### config.mk
export PLATFORM = sky130hd
export DESIGN_NAME = sys_bridge
export DESIGN_NICKNAME = d
export VERILOG_FILES = /design/src/rtl/bridge_pkg.sv /design/src/rtl/bridge_decode.sv /design/src/rtl/sys_bridge.sv
export SDC_FILE = /design/constraint.sdc
export NUM_CORES = 1
export LEC_CHECK = 0
export ABC_AREA = 1
export CAP_MARGIN = 20
export CORE_MARGIN = 5
export CORE_UTILIZATION = 30
export DETAILED_ROUTE_END_ITERATION = 10
export GPL_TIMING_DRIVEN = 1
export PLACE_DENSITY = 0.76
export RECOVER_POWER = 100
export SKIP_LAST_GASP = 1
export SLEW_MARGIN = 30
export SYNTH_ARGS = -nofsm -noshare
export SYNTH_HDL_FRONTEND = slang
export SYNTH_SLANG_ARGS = --single-unit
### constraint.sdc
create_clock -name clk -period 1.4 [get_ports clk]
set_clock_uncertainty 0.1 [all_clocks]
set_input_delay 0.14 -clock clk [delete_from_list [all_inputs] [get_ports clk]]
set_output_delay 0.14 -clock clk [all_outputs]
set_load 0.05 [all_outputs]
### src/rtl/bridge_pkg.sv
// Shared definitions for the CPU-to-peripheral bridge: FSM encoding and device-window decode constants.
package bridge_pkg;

  localparam int DEV_TAG_W = 12;
  localparam logic [DEV_TAG_W-1:0] BASE_TAG_DEF = 12'h7F0;

  localparam logic [2:0] S_IDLE  = 3'd0;
  localparam logic [2:0] S_ISSUE = 3'd1;
  localparam logic [2:0] S_WAIT  = 3'd2;
  localparam logic [2:0] S_DONE  = 3'd3;
  localparam logic [2:0] S_ERR   = 3'd4;

  typedef enum logic [2:0] {
    ST_IDLE  = S_IDLE,
    ST_ISSUE = S_ISSUE,
    ST_WAIT  = S_WAIT,
    ST_DONE  = S_DONE,
    ST_ERR   = S_ERR
  } state_t;

endpackage

### src/rtl/bridge_decode.sv
// Combinational window decoder: address tag PrAddr[15:4] to one-hot device select plus hit flag.
module bridge_decode
  import bridge_pkg::*;
#(
  parameter int NUM_DEV = 2,
  parameter logic [DEV_TAG_W-1:0] BASE_TAG = BASE_TAG_DEF
) (
  input  logic [DEV_TAG_W-1:0] tag,
  output logic [NUM_DEV-1:0]   sel,
  output logic                 hit
);

  always_comb begin
    sel = '0;
    for (int i = 0; i < NUM_DEV; i++) begin
      sel[i] = (tag == DEV_TAG_W'(BASE_TAG + DEV_TAG_W'(i)));
    end
  end

  assign hit = |sel;

endmodule

### src/rtl/sys_bridge.sv
// Bridge from the CPU data port to NUM_DEV 16-byte device windows with registered strobes and ready wait.
// Optional access timeout is compiled in with the SYS_BRIDGE_TIMEOUT_EN macro.
module sys_bridge
  import bridge_pkg::*;
#(
  parameter int NUM_DEV = 2,
  parameter logic [DEV_TAG_W-1:0] BASE_TAG = BASE_TAG_DEF,
  parameter int TIMEOUT = 15
) (
  input  logic                   clk,
  input  logic                   reset,
  input  logic [31:0]            PrAddr,
  input  logic [31:0]            PrWD,
  input  logic [3:0]             PrBE,
  input  logic                   PrWE,
  input  logic                   PrRE,
  output logic [31:0]            PrRD,
  output logic                   PrStall,
  output logic                   PrErr,
  output logic [31:0]            DEV_Addr,
  output logic [31:0]            DEV_WD,
  output logic [3:0]             DEV_BE,
  output logic [NUM_DEV-1:0]     DEV_WE,
  output logic [NUM_DEV-1:0]     DEV_RE,
  input  logic [32*NUM_DEV-1:0]  DEV_RD,
  input  logic [NUM_DEV-1:0]     DEV_Ready,
  output logic [2:0]             dbg_state
);

  state_t state, state_nx;
  logic [NUM_DEV-1:0] sel_dec, sel_q;
  logic hit, wr_q, req, rdy, expired;
  logic [31:0] rd_sel;

  bridge_decode #(.NUM_DEV(NUM_DEV), .BASE_TAG(BASE_TAG)) u_decode (
    .tag (PrAddr[15:4]),
    .sel (sel_dec),
    .hit (hit)
  );

  assign req       = PrWE | PrRE;
  assign rdy       = |(DEV_Ready & sel_q);
  assign dbg_state = state;
  assign PrStall   = ((state == ST_IDLE) && req) || (state == ST_ISSUE) || (state == ST_WAIT);

  always_comb begin
    rd_sel = '0;
    for (int i = 0; i < NUM_DEV; i++) begin
      if (sel_q[i]) rd_sel = DEV_RD[32*i +: 32];
    end
  end

`ifdef SYS_BRIDGE_TIMEOUT_EN
  localparam int CNT_W = $clog2(TIMEOUT + 1);
  logic [CNT_W-1:0] cnt;

  // cnt holds the unready samples already taken; this sample is the TIMEOUT-th when it equals TIMEOUT-1
  assign expired = (cnt == CNT_W'(TIMEOUT - 1));

  always_ff @(posedge clk or negedge reset) begin
    if (!reset) begin
      cnt <= '0;
    end else if (((state == ST_ISSUE) || (state == ST_WAIT)) && !rdy) begin
      cnt <= cnt + CNT_W'(1);
    end else begin
      cnt <= '0;
    end
  end
`else
  // Only an illegal TIMEOUT (<1) could abandon an access; otherwise WAIT holds until ready.
  assign expired = (TIMEOUT < 1);
`endif

  always_comb begin
    state_nx = state;
    case (state)
      ST_IDLE:          if (req) state_nx = hit ? ST_ISSUE : ST_ERR;
      ST_ISSUE, ST_WAIT: begin
        if (rdy)          state_nx = ST_DONE;
        else if (expired) state_nx = ST_ERR;
        else              state_nx = ST_WAIT;
      end
      ST_DONE, ST_ERR:  state_nx = ST_IDLE;
      default:          state_nx = ST_IDLE;
    endcase
  end

  always_ff @(posedge clk or negedge reset) begin
    if (!reset) state <= ST_IDLE;
    else        state <= state_nx;
  end

  always_ff @(posedge clk or negedge reset) begin
    if (!reset) begin
      DEV_Addr <= '0;
      DEV_WD   <= '0;
      DEV_BE   <= '0;
      DEV_WE   <= '0;
      DEV_RE   <= '0;
      PrErr    <= 1'b0;
      PrRD     <= '0;
      sel_q    <= '0;
      wr_q     <= 1'b0;
    end else begin
      DEV_WE <= '0;
      DEV_RE <= '0;
      PrErr  <= 1'b0;
      if ((state == ST_IDLE) && req) begin
        DEV_Addr <= PrAddr;
        DEV_WD   <= PrWD;
        DEV_BE   <= PrBE;
        sel_q    <= sel_dec;
        wr_q     <= PrWE;
        // Strobe is registered so it is high exactly during ISSUE; write wins over read.
        if (hit) begin
          if (PrWE) DEV_WE <= sel_dec;
          else      DEV_RE <= sel_dec;
        end
      end
      if (((state == ST_ISSUE) || (state == ST_WAIT)) && rdy && !wr_q) PrRD <= rd_sel;
      if (state_nx == ST_ERR) begin
        PrErr <= 1'b1;
        PrRD  <= '0;
      end
    end
  end

endmodule

==> run_results.csv, run 1 <==
group,metric,value,unit
sta,setup_ws,-242,ps
synthesis,synth_cell_types,16,
setup_path,cp-end-kind,"flip-flop",
sta,rsz0062_at_grt,"yes",
finish,final_util,53.1,%
clocking,htreeDepth,3,
floorplan,dieArea,19500,µm²
grt,grt_pass1_vias,5355,
pwr,p_comb_share,36.2,%
clocking,ctsRootBufferMaster,"clkbuf_16",
placement,port_buffers,246,
clocking,worstSkewPairLatency,340,ps
pwr,p_sw_share,38.4,%
sta,period_share,117,%
placement,hpwl,13.3,mm
outcome,violations,"setup timing",
setup_path,r2r_slack,-240,ps
floorplan,coreArea,16500,µm²
finish,areaGrowthSynthToFinish,73.8,%
sta,hold_violations,0,
grt,grt_pass1_wl,28.7,mm
pwr,p_total,9.70,mW
sta,worst_slew_pin_slew,486,ps
route,dr.pass1.iters,6,
synthesis,syn_area,5040,µm²
finish,final_common_cell,"nand2_1",
finish,diodes,0,
synthesis,ys_warn_count,0,
setup_path,critPathKind,"flip-flop to flip-flop",
finish,design_area,8770,µm²
setup_path,reg2reg_depth,8,
clocking,cts.path.max_buffers,2,
floorplan,die_x,140,µm
synthesis,synth_seq_cells,111,
pwr,leakage,4.81,nW
synthesis,synth_nets,797,
route,routed_via_density,4.57,
clocking,cts_tree,"built",
floorplan,io_pins,247,
sta,period_minus_slack,1640,ps
setup_path,path_max_fanout,9,
floorplan,die_h,140,µm
route,vias,5360,
synthesis,ys_seq_area_share,55.1,%
route,wl_per_cell,16.5,µm
pwr,powerDensity,1110,nW/µm²
pwr,switching_power,3.72,mW
placement,place_area,9180,µm²
route,wl,19.3,mm
finish,layout_common_cells,"nand2_1, clkdlybuf4s50_1, dfrtp_1, clkbuf_2, nand2_2",
synthesis,synth_cells,659,
sta,fmax,609,MHz
pwr,clock_power_share,24.9,%
clocking,cts_sinks,111,
pwr,power.internal,5.98,mW
pwr,p_seq_share,38.9,%
route,antenna_left,0,
sta,slew_headroom,67.6,%
grt,grt_max_degree,41,
synthesis,synth_area_per_cell,7.66,µm²
setup_path,cp.required,1540,ps
setup_path,r2r_end,"PrRD[10]$_DFFE_PN0P_",
finish,final_nets,1085,
clocking,cts_made_buffers,9,
route,initialDrtViolationCount,198,
outcome,status,"finished with violations",
job,maxCapViolations,0,
setup_path,rr_startpoint,"dbg_state[0]$_DFF_PN0_",
finish,drive_gt1_share,31.4,%
clocking,clk_pin_slew_worst_paths,70,ps
placement,place_congestion,0.854,
route,drc_errors,0,
grt,antenna_found_initial,0,
worst_hold_path,hp-class,"input pin to asynchronous set/reset pin",
pwr,ir_drop,0.753,mV
setup_path,critical_path_arrival,1780,ps
grt,grtUsageTotal,18.3,%
grt,overflow,0,
sta,slew_viol_final,0,
sta,setup_viol_count_final,110,
setup_path,start_kind,"flip-flop",
floorplan,initial_core_util,30.5,%
floorplan,core.rowCount,47,
[cells in the mapped netlist]
master    instances  area, µm²
nand3_2           1       10.0
nor2_1            9       33.8
nand3_1          38        190
inv_2             4       15.0
nand4_1          32        200
nor2_4            3       33.8
inv_1            39        146
clkinv_1          1       3.75
nand2_1         371       1390
o21ai_0           1       5.00
and2_1            1       6.26
o21ai_1           7       35.0
buf_4             4       30.0
clkbuf_1         16       60.1
dfrtp_1         111       2780
buf_2            21        105
[per-stage QoR]
| stage | setup slack, ps | instances | hold slack [ps] | setup TNS [ps] |
|---|---|---|---|---|
| floorplan | -279 | 659 | -256 | -21080 |
| global placement | -261 | 1130 | -53.6 | -15990 |
| detailed placement | -299 | 1130 | -51.2 | -18560 |
| CTS | -237 | 1162 | 114 | -17690 |
| global route | -311 | 1172 | 221 | -23580 |
| finish | -242 | 1172 | 187 | -15870 |
[power groups by stage]
stage	combinational [mW]	sequential [mW]	clock (mW)
floorplan	0.586	5.08	0
global placement	4.13	4.01	0
detailed placement	4.16	4.03	0
CTS	4.34	3.97	2.49
global route	3.72	3.83	2.62
finish	3.51	3.77	2.42
[registers in the layout, indices dropped and copies added, names as in the netlist, 2 cells and up]
register	flops
DEV_BE	4
DEV_Addr	32
dbg_state	3
DEV_WE	2
DEV_WD	32
sel_q	2
PrRD	32
DEV_RE	2
[layer usage]
metal | vias up | share of wire [%] | track usage, %
met2 | 226 | 51 | 30.9
li1 | 2603 | - | -
met5 | - | 0 | 0
met4 | 0 | 1.8 | 4.90
met3 | 23 | 9.5 | 6.96
met1 | 2508 | 38 | 21.9
[worst max-delay path by stage]
| stage | start | end | slack [ps] | cells after the start |
|---|---|---|---|---|
| 2_1_floorplan | dbg_state[0]$_DFF_PN0_ | PrStall | -280 | 7 |
| 3_3_place_gp | DEV_Ready[1] | PrRD[2]$_DFFE_PN0P_ | -260 | 9 |
| 5_1_grt | dbg_state[0]$_DFF_PN0_ | PrRD[10]$_DFFE_PN0P_ | -310 | 8 |
| 3_5_place_dp | PrAddr[8] | PrRD[25]$_DFFE_PN0P_ | -300 | 8 |
| 4_1_cts | dbg_state[0]$_DFF_PN0_ | PrStall | -240 | 6 |
| 6_report | dbg_state[0]$_DFF_PN0_ | PrRD[10]$_DFFE_PN0P_ | -240 | 8 |
[cell families (layout without fill, tap and decap cells)]
family,Yosys count,count (layout),synth area share [%]
AND/OR/NAND/NOR,455,455,37.0
flip-flops,111,111,55.1
buffers and inverters,85,378,7.14
AO/OA/AOI/OAI,8,8,0.793
[what timing repair did]
item                                   CTS  global route
setup buffers                            8             4
cloned                                   7             9
hold buffers                             1             0
gates resized for setup                 29           123
endpoints found under the hold margin  111             0
pin swaps                                7            47
setup endpoints to repair              105           110
[layout make-up]
class                      instances  area, µm²
tap                              220        275
sequential                       111       2780
inverter                          44        173
fill                            1488       7750
clock inverter                     7       47.5
multi-input combinational        463       2250
clock buffer                       9        225
timing repair buffer             318       3010
[worst max-delay path, cell delays in order (launching register included)]
cell	delay (ps)
dfrtp_2	440
nor2_4	120
nand2_2	80
nor2_4	130
buf_6	140
nand3_4	190
clkbuf_16	230
nand2_1	70
inv_1	40
No activity file was read; power rests on OpenSTA's default activity.
==> run 2, diff against run 1 <==
--- a/config.mk
+++ b/config.mk
@@ -8,10 +8,10 @@
 export ABC_AREA = 1
 export CAP_MARGIN = 20
 export CORE_MARGIN = 5
-export CORE_UTILIZATION = 30
+export CORE_UTILIZATION = 37
 export DETAILED_ROUTE_END_ITERATION = 10
 export GPL_TIMING_DRIVEN = 1
-export PLACE_DENSITY = 0.76
+export PLACE_DENSITY = 0.88
 export RECOVER_POWER = 100
 export SKIP_LAST_GASP = 1
 export SLEW_MARGIN = 30
==> run_results.csv, run 2 (synthesized netlist as in run 1, its figures left out) <==
group,metric,value,unit
grt,grt_pass1_vias,5650,
finish,areaGrowthSynthToFinish,84.8,%
clocking,htreeDepth,3,
clocking,cts_made_buffers,9,
placement,port_buffers,246,
pwr,ir_drop,0.782,mV
sta,hold_violations,0,
worst_hold_path,min_path_cells,3,
sta,worst_slew_pin_slew,722,ps
grt,antenna_found_initial,0,
grt,grtUsageTotal,23.3,%
sta,setup_viol_count_final,108,
setup_path,reg2reg_depth,11,
finish,final_common_cell,"nand2_1",
sta,slew_viol_final,0,
route,wl_per_cell,20.6,µm
outcome,status,"finished with violations",
setup_path,critical_path_arrival,1500,ps
worst_hold_path,whs_endpoint,"DEV_WD[3]$_DFFE_PN0P_",
sta,period_minus_slack,1740,ps
placement,place_inst,1084,
clocking,cts_sinks,111,
clocking,worstSkewPairLatency,340,ps
setup_path,r2r_end,"PrRD[10]$_DFFE_PN0P_",
setup_path,path_max_fanout,2,
grt,grt_max_degree,34,
finish,layout_common_cells,"nand2_1, clkdlybuf4s50_1, dfrtp_1, clkbuf_2, nand2_2",
route,drc_errors,0,
outcome,violations,"setup timing",
floorplan,die_h,127,µm
finish,top_regs,"DEV_Addr x32, DEV_WD x32, PrRD x32",
route,wl,23.4,mm
sta,fmax,575,MHz
route,initialDrtViolationCount,303,
sta,slew_headroom,51.8,%
setup_path,r2r_slack,-300,ps
floorplan,die_x,127,µm
sta,holdWs,233,ps
worst_hold_path,worstHoldStart,"PrWD[3]",
finish,instances_no_fill,1139,
grt,grt_pass1_wl,29.6,mm
clocking,cts.path.max_buffers,2,
finish,final_nets,1097,
route,routed_via_density,5.10,
placement,hpwl,13.8,mm
setup_path,critPathKind,"flip-flop to primary output",
floorplan,core.rowCount,42,
setup_path,cp-end-kind,"primary output",
setup_path,cp.required,1160,ps
setup_path,start_kind,"flip-flop",
finish,drive_gt1_share,37.5,%
route,antenna_left,0,
floorplan,coreArea,13300,µm²
clocking,cts_tree,"built",
worst_hold_path,hp-class,"input pin to flip-flop",
route,vias,5812,
finish,diodes,0,
floorplan,io_pins,247,
grt,overflow,0,
sta,setup_ws,-339,ps
clocking,clk_pin_slew_worst_paths,80,ps
floorplan,initial_core_util,37.9,%
placement,place_congestion,0.827,
floorplan,dieArea,16100,µm²
setup_path,rr_startpoint,"dbg_state[0]$_DFF_PN0_",
finish,final_util,70.1,%
pwr,leakage,5.07,nW
clocking,ctsRootBufferMaster,"clkbuf_16",
pwr,powerDensity,1130,nW/µm²
placement,place_worst_setup_slack,-340,ps
route,dr.pass1.iters,4,
sta,period_share,124,%
job,maxCapViolations,0,
sta,rsz0062_at_grt,"yes",
finish,fillerInstances,887,
[run 2: how the worst max path moves through the flow]
| stage | cells after the start | slack [ps] | to | start |
|---|---|---|---|---|
| after CTS | 7 | -300 | PrStall | dbg_state[1]$_DFF_PN0_ |
| final | 7 | -340 | PrStall | dbg_state[0]$_DFF_PN0_ |
| after global routing | 11 | -400 | PrRD[29]$_DFFE_PN0P_ | dbg_state[1]$_DFF_PN0_ |
| after detailed placement | 9 | -340 | PrRD[3]$_DFFE_PN0P_ | PrAddr[5] |
| after floorplan | 7 | -280 | PrStall | dbg_state[0]$_DFF_PN0_ |
| after global placement | 9 | -230 | PrRD[13]$_DFFE_PN0P_ | DEV_Ready[0] |
[run 2: area by class of cell]
type / count / area, µm² / share of cell area, %
Timing Repair Buffer: 330 / 3290 / 35.3
Sequential cell: 111 / 2780 / 29.8
Multi-Input combinational cell: 463 / 2570 / 27.6
Clock buffer: 12 / 246 / 2.64
Tap cell: 176 / 220 / 2.36
Inverter: 44 / 165 / 1.77
Clock inverter: 3 / 43.8 / 0.470
[run 2: worst max-delay path, stage by stage (launching register included)]
cell     delay, ps
dfrtp_2        430
nor2_4         140
nand2_4         70
nor2_4         130
inv_2           60
buf_6          120
o21ai_4         60
buf_12         150
[run 2: what timing repair did]
action	CTS	global route
endpoints found under the hold margin	111	0
setup buffers	16	8
pin swaps	9	50
hold buffers	1	0
resized for setup	43	201
gates cloned	10	11
endpoints found under the setup margin	105	113
[run 2: metrics by stage]
stage	TNS [ps]	cell area [µm²]	total power, mW
6_report	-24570	9320	10.5
5_1_grt	-34080	9320	10.9
4_1_cts	-17500	9990	11.1
2_1_floorplan	-21080	5110	5.66
3_3_place_gp	-16410	9140	8.13
3_5_place_dp	-21510	9140	8.24
[run 2: layer usage]
metal  share of wire, %  GRT usage [%]  wire [µm]  vias up
li1                   -              -          -     2633
met1                 35           26.0       8150     2800
met2                 52           40.9      12100      309
met3                9.4           8.36       2210       70
met4                4.1           8.20        965        0
met5                  0              0          0        -
[run 2: where the power goes]
| part | switching (mW) | internal [mW] | leakage, nW |
|---|---|---|---|
| clock network | 1.18 | 1.43 | 0.143 |
| logic | 2.61 | 1.44 | 3.51 |
| registers | 0.318 | 3.57 | 1.42 |
| total | 4.10 | 6.43 | 5.07 |
==> run 3, diff against run 2 <==
--- a/config.mk
+++ b/config.mk
@@ -8,10 +8,11 @@
 export ABC_AREA = 1
 export CAP_MARGIN = 20
 export CORE_MARGIN = 5
-export CORE_UTILIZATION = 37
+export CORE_UTILIZATION = 41
+export CTS_CLUSTER_DIAMETER = 80
 export DETAILED_ROUTE_END_ITERATION = 10
 export GPL_TIMING_DRIVEN = 1
-export PLACE_DENSITY = 0.88
+export PLACE_DENSITY = 0.92
 export RECOVER_POWER = 100
 export SKIP_LAST_GASP = 1
 export SLEW_MARGIN = 30
==> constraint.sdc (replaced) <==
create_clock -name clk -period 1.9 [get_ports clk]
set_clock_uncertainty 0.1 [all_clocks]
set_input_delay 0.19 -clock clk [delete_from_list [all_inputs] [get_ports clk]]
set_output_delay 0.19 -clock clk [all_outputs]
set_load 0.05 [all_outputs]
==> run_results.csv, run 3 (synthesized netlist as in run 1, its figures left out) <==
group,metric,value,unit
finish,final_nets,1031,
sta,fin_setup_tns,0,ps
finish,diodes,0,
finish,top_regs,"DEV_Addr x32, DEV_WD x32, PrRD x32",
setup_path,crit_buf_inv,1,
sta,slew_headroom,38.2,%
finish,multi_input_area,1910,µm²
sta,fmax,545,MHz
setup_path,critical_path_arrival,1540,ps
finish,regArea,2780,µm²
finish,final_common_cell,"nand2_1",
sta,period_share,96.5,%
route,vias,5006,
grt,grtUsageTotal,21.6,%
route,routed_via_density,4.70,
worst_hold_path,hp-class,"input pin to flip-flop",
setup_path,reg2reg_depth,8,
pwr,ir_drop,0.673,mV
clocking,clk_pin_slew_worst_paths,80,ps
route,wl,15.9,mm
clocking,cts_made_buffers,9,
route,top_layer_used,"met4",
route,antenna_left,0,
grt,grt_pass1_wl,25.2,mm
pwr,switching_power,2.54,mW
sta,rsz0062_at_grt,"no",
setup_path,crit_path_max_incr_delay,830,ps
sta,worst_slew_pin_slew,927,ps
setup_path,cp-end-kind,"primary output",
grt,overflow,0,
floorplan,die_x,121,µm
floorplan,core.rowCount,40,
setup_path,path_depth,1,
clocking,cts_tree,"built",
placement,place_congestion,0.799,
finish,final_util,65.9,%
pwr,p_seq_share,40.3,%
pwr,powerDensity,867,nW/µm²
job,maxCapViolations,0,
sta,slew_viol_final,0,
setup_path,cp_slowest_cell,"clkdlybuf4s50_1",
clocking,ctsRootBufferMaster,"clkbuf_16",
pwr,p_sw_share,36.8,%
setup_path,path_max_fanout,2,
placement,place_area,7730,µm²
placement,place_worst_setup_slack,139,ps
clocking,worstSkewPairLatency,340,ps
route,met1Wirelength,6.11,mm
finish,drive_gt1_share,4.45,%
sta,hold_violations,0,
setup_path,cp.required,1610,ps
route,met3_length,2.04,mm
sta,holdWs,273,ps
setup_path,start_kind,"flip-flop",
floorplan,dieArea,14600,µm²
pwr,leakage,4.14,nW
floorplan,coreArea,12100,µm²
grt,grt_pass1_vias,4971,
pwr,power.internal,4.35,mW
grt,antenna_found_initial,0,
finish,fillerInstances,995,
sta,setup_viol_count_final,0,
finish,areaGrowthSynthToFinish,57.5,%
sta,setup_ws,66.6,ps
floorplan,initial_core_util,41.8,%
finish,layout_common_cells,"nand2_1, clkdlybuf4s50_1, dfrtp_1, inv_1, nand3_1",
clocking,cts.path.max_buffers,2,
worst_hold_path,min_path_cells,3,
setup_path,critPathKind,"flip-flop to primary output",
route,dr.pass1.iters,5,
grt,grt_max_degree,55,
placement,port_buffers,246,
setup_path,critPathTopFamily,"buffers and inverters",
route,drc_errors,0,
clocking,htreeDepth,3,
route,wl_met2,7.49,mm
floorplan,die_h,121,µm
floorplan,io_pins,247,
route,initialDrtViolationCount,382,
pwr,p_comb_share,34.1,%
route,wl_per_cell,14.9,µm
sta,period_minus_slack,1830,ps
clocking,postCtsResizedCells,0,
outcome,status,"finished, final reports clean",
placement,hpwl,12.3,mm
setup_path,path_cells,"clkdlybuf4s50_1",
clocking,cts_sinks,111,
finish,design_area,7940,µm²
pwr,clock_power_share,25.6,%
==> run 3: changes by cell type in the layout (fill, tap and decap cells not counted), sizes merged <==
| cell | before | now |
|---|---|---|
| buf | 76 | 14 |
| bufinv | 1 | 0 |
| clkbuf | 129 | 23 |
| clkdlybuf4s50 | 136 | 237 |
| clkinv | 3 | 4 |
| clkinvlp | 0 | 1 |
| inv | 43 | 44 |
==> run 3: per-layer routing <==
layer,vias up,track usage (%)
met3,20,8.81
met4,0,6.73
met1,2257,26.0
met2,243,35.5
li1,2486,-
met5,-,0
==> run 3: area by class of cell <==
cell class              count  share of cell area, %
clock buffers              11                   2.93
well taps                 168                   2.65
flip-flops and latches    111                   35.0
multi-input cells         463                   24.0
clock inverters             5                  0.520
inverters                  44                   2.08
repair buffers            264                   32.8
==> run 3: final timing paths <==
kind	start	to	slack [ps]
worst min register to register	DEV_Addr[30]$_DFFE_PN0P_	DEV_Addr[30]$_DFFE_PN0P_	370
worst max register to register	dbg_state[1]$_DFF_PN0_	PrRD[25]$_DFFE_PN0P_	130
min in group asynchronous	reset	DEV_Addr[25]$_DFFE_PN0P_	440
worst max-delay path	DEV_WD[2]$_DFFE_PN0P_	DEV_WD[2]	70
max in group asynchronous	reset	DEV_WD[23]$_DFFE_PN0P_	360
worst min-delay path	PrWD[30]	DEV_WD[30]$_DFFE_PN0P_	270
==> run 3: power groups by stage <==
stage / registers, mW / logic [mW] / clock network [mW]
floorplan: 3.74 / 0.407 / 0
global placement: 2.81 / 2.37 / 0
detailed placement: 2.82 / 2.40 / 0
CTS: 2.78 / 2.41 / 1.81
global route: 2.82 / 2.49 / 1.91
finish: 2.78 / 2.35 / 1.76
==> run 3: worst register-to-register path, delay by kind of cell, from the launching register on <==
family / cells / cell delay [ps]
and+or+nand+nor: 5 / 650
buffers and inverters: 3 / 480
DFF: 1 / 430
==> run 3: what timing repair did <==
action                                  in CTS  in global routing
setup buffers                                1                  0
hold endpoints to repair                    33                  0
endpoints found under the setup margin       1                  0
hold buffers                                 1                  0
==> run 3: per-stage QoR <==
stage,cells,power [mW]
final,1066,6.89
after floorplan,659,4.15
after global placement,1048,5.19
after detailed placement,1048,5.22
after CTS,1066,7.01
after global routing,1066,7.22
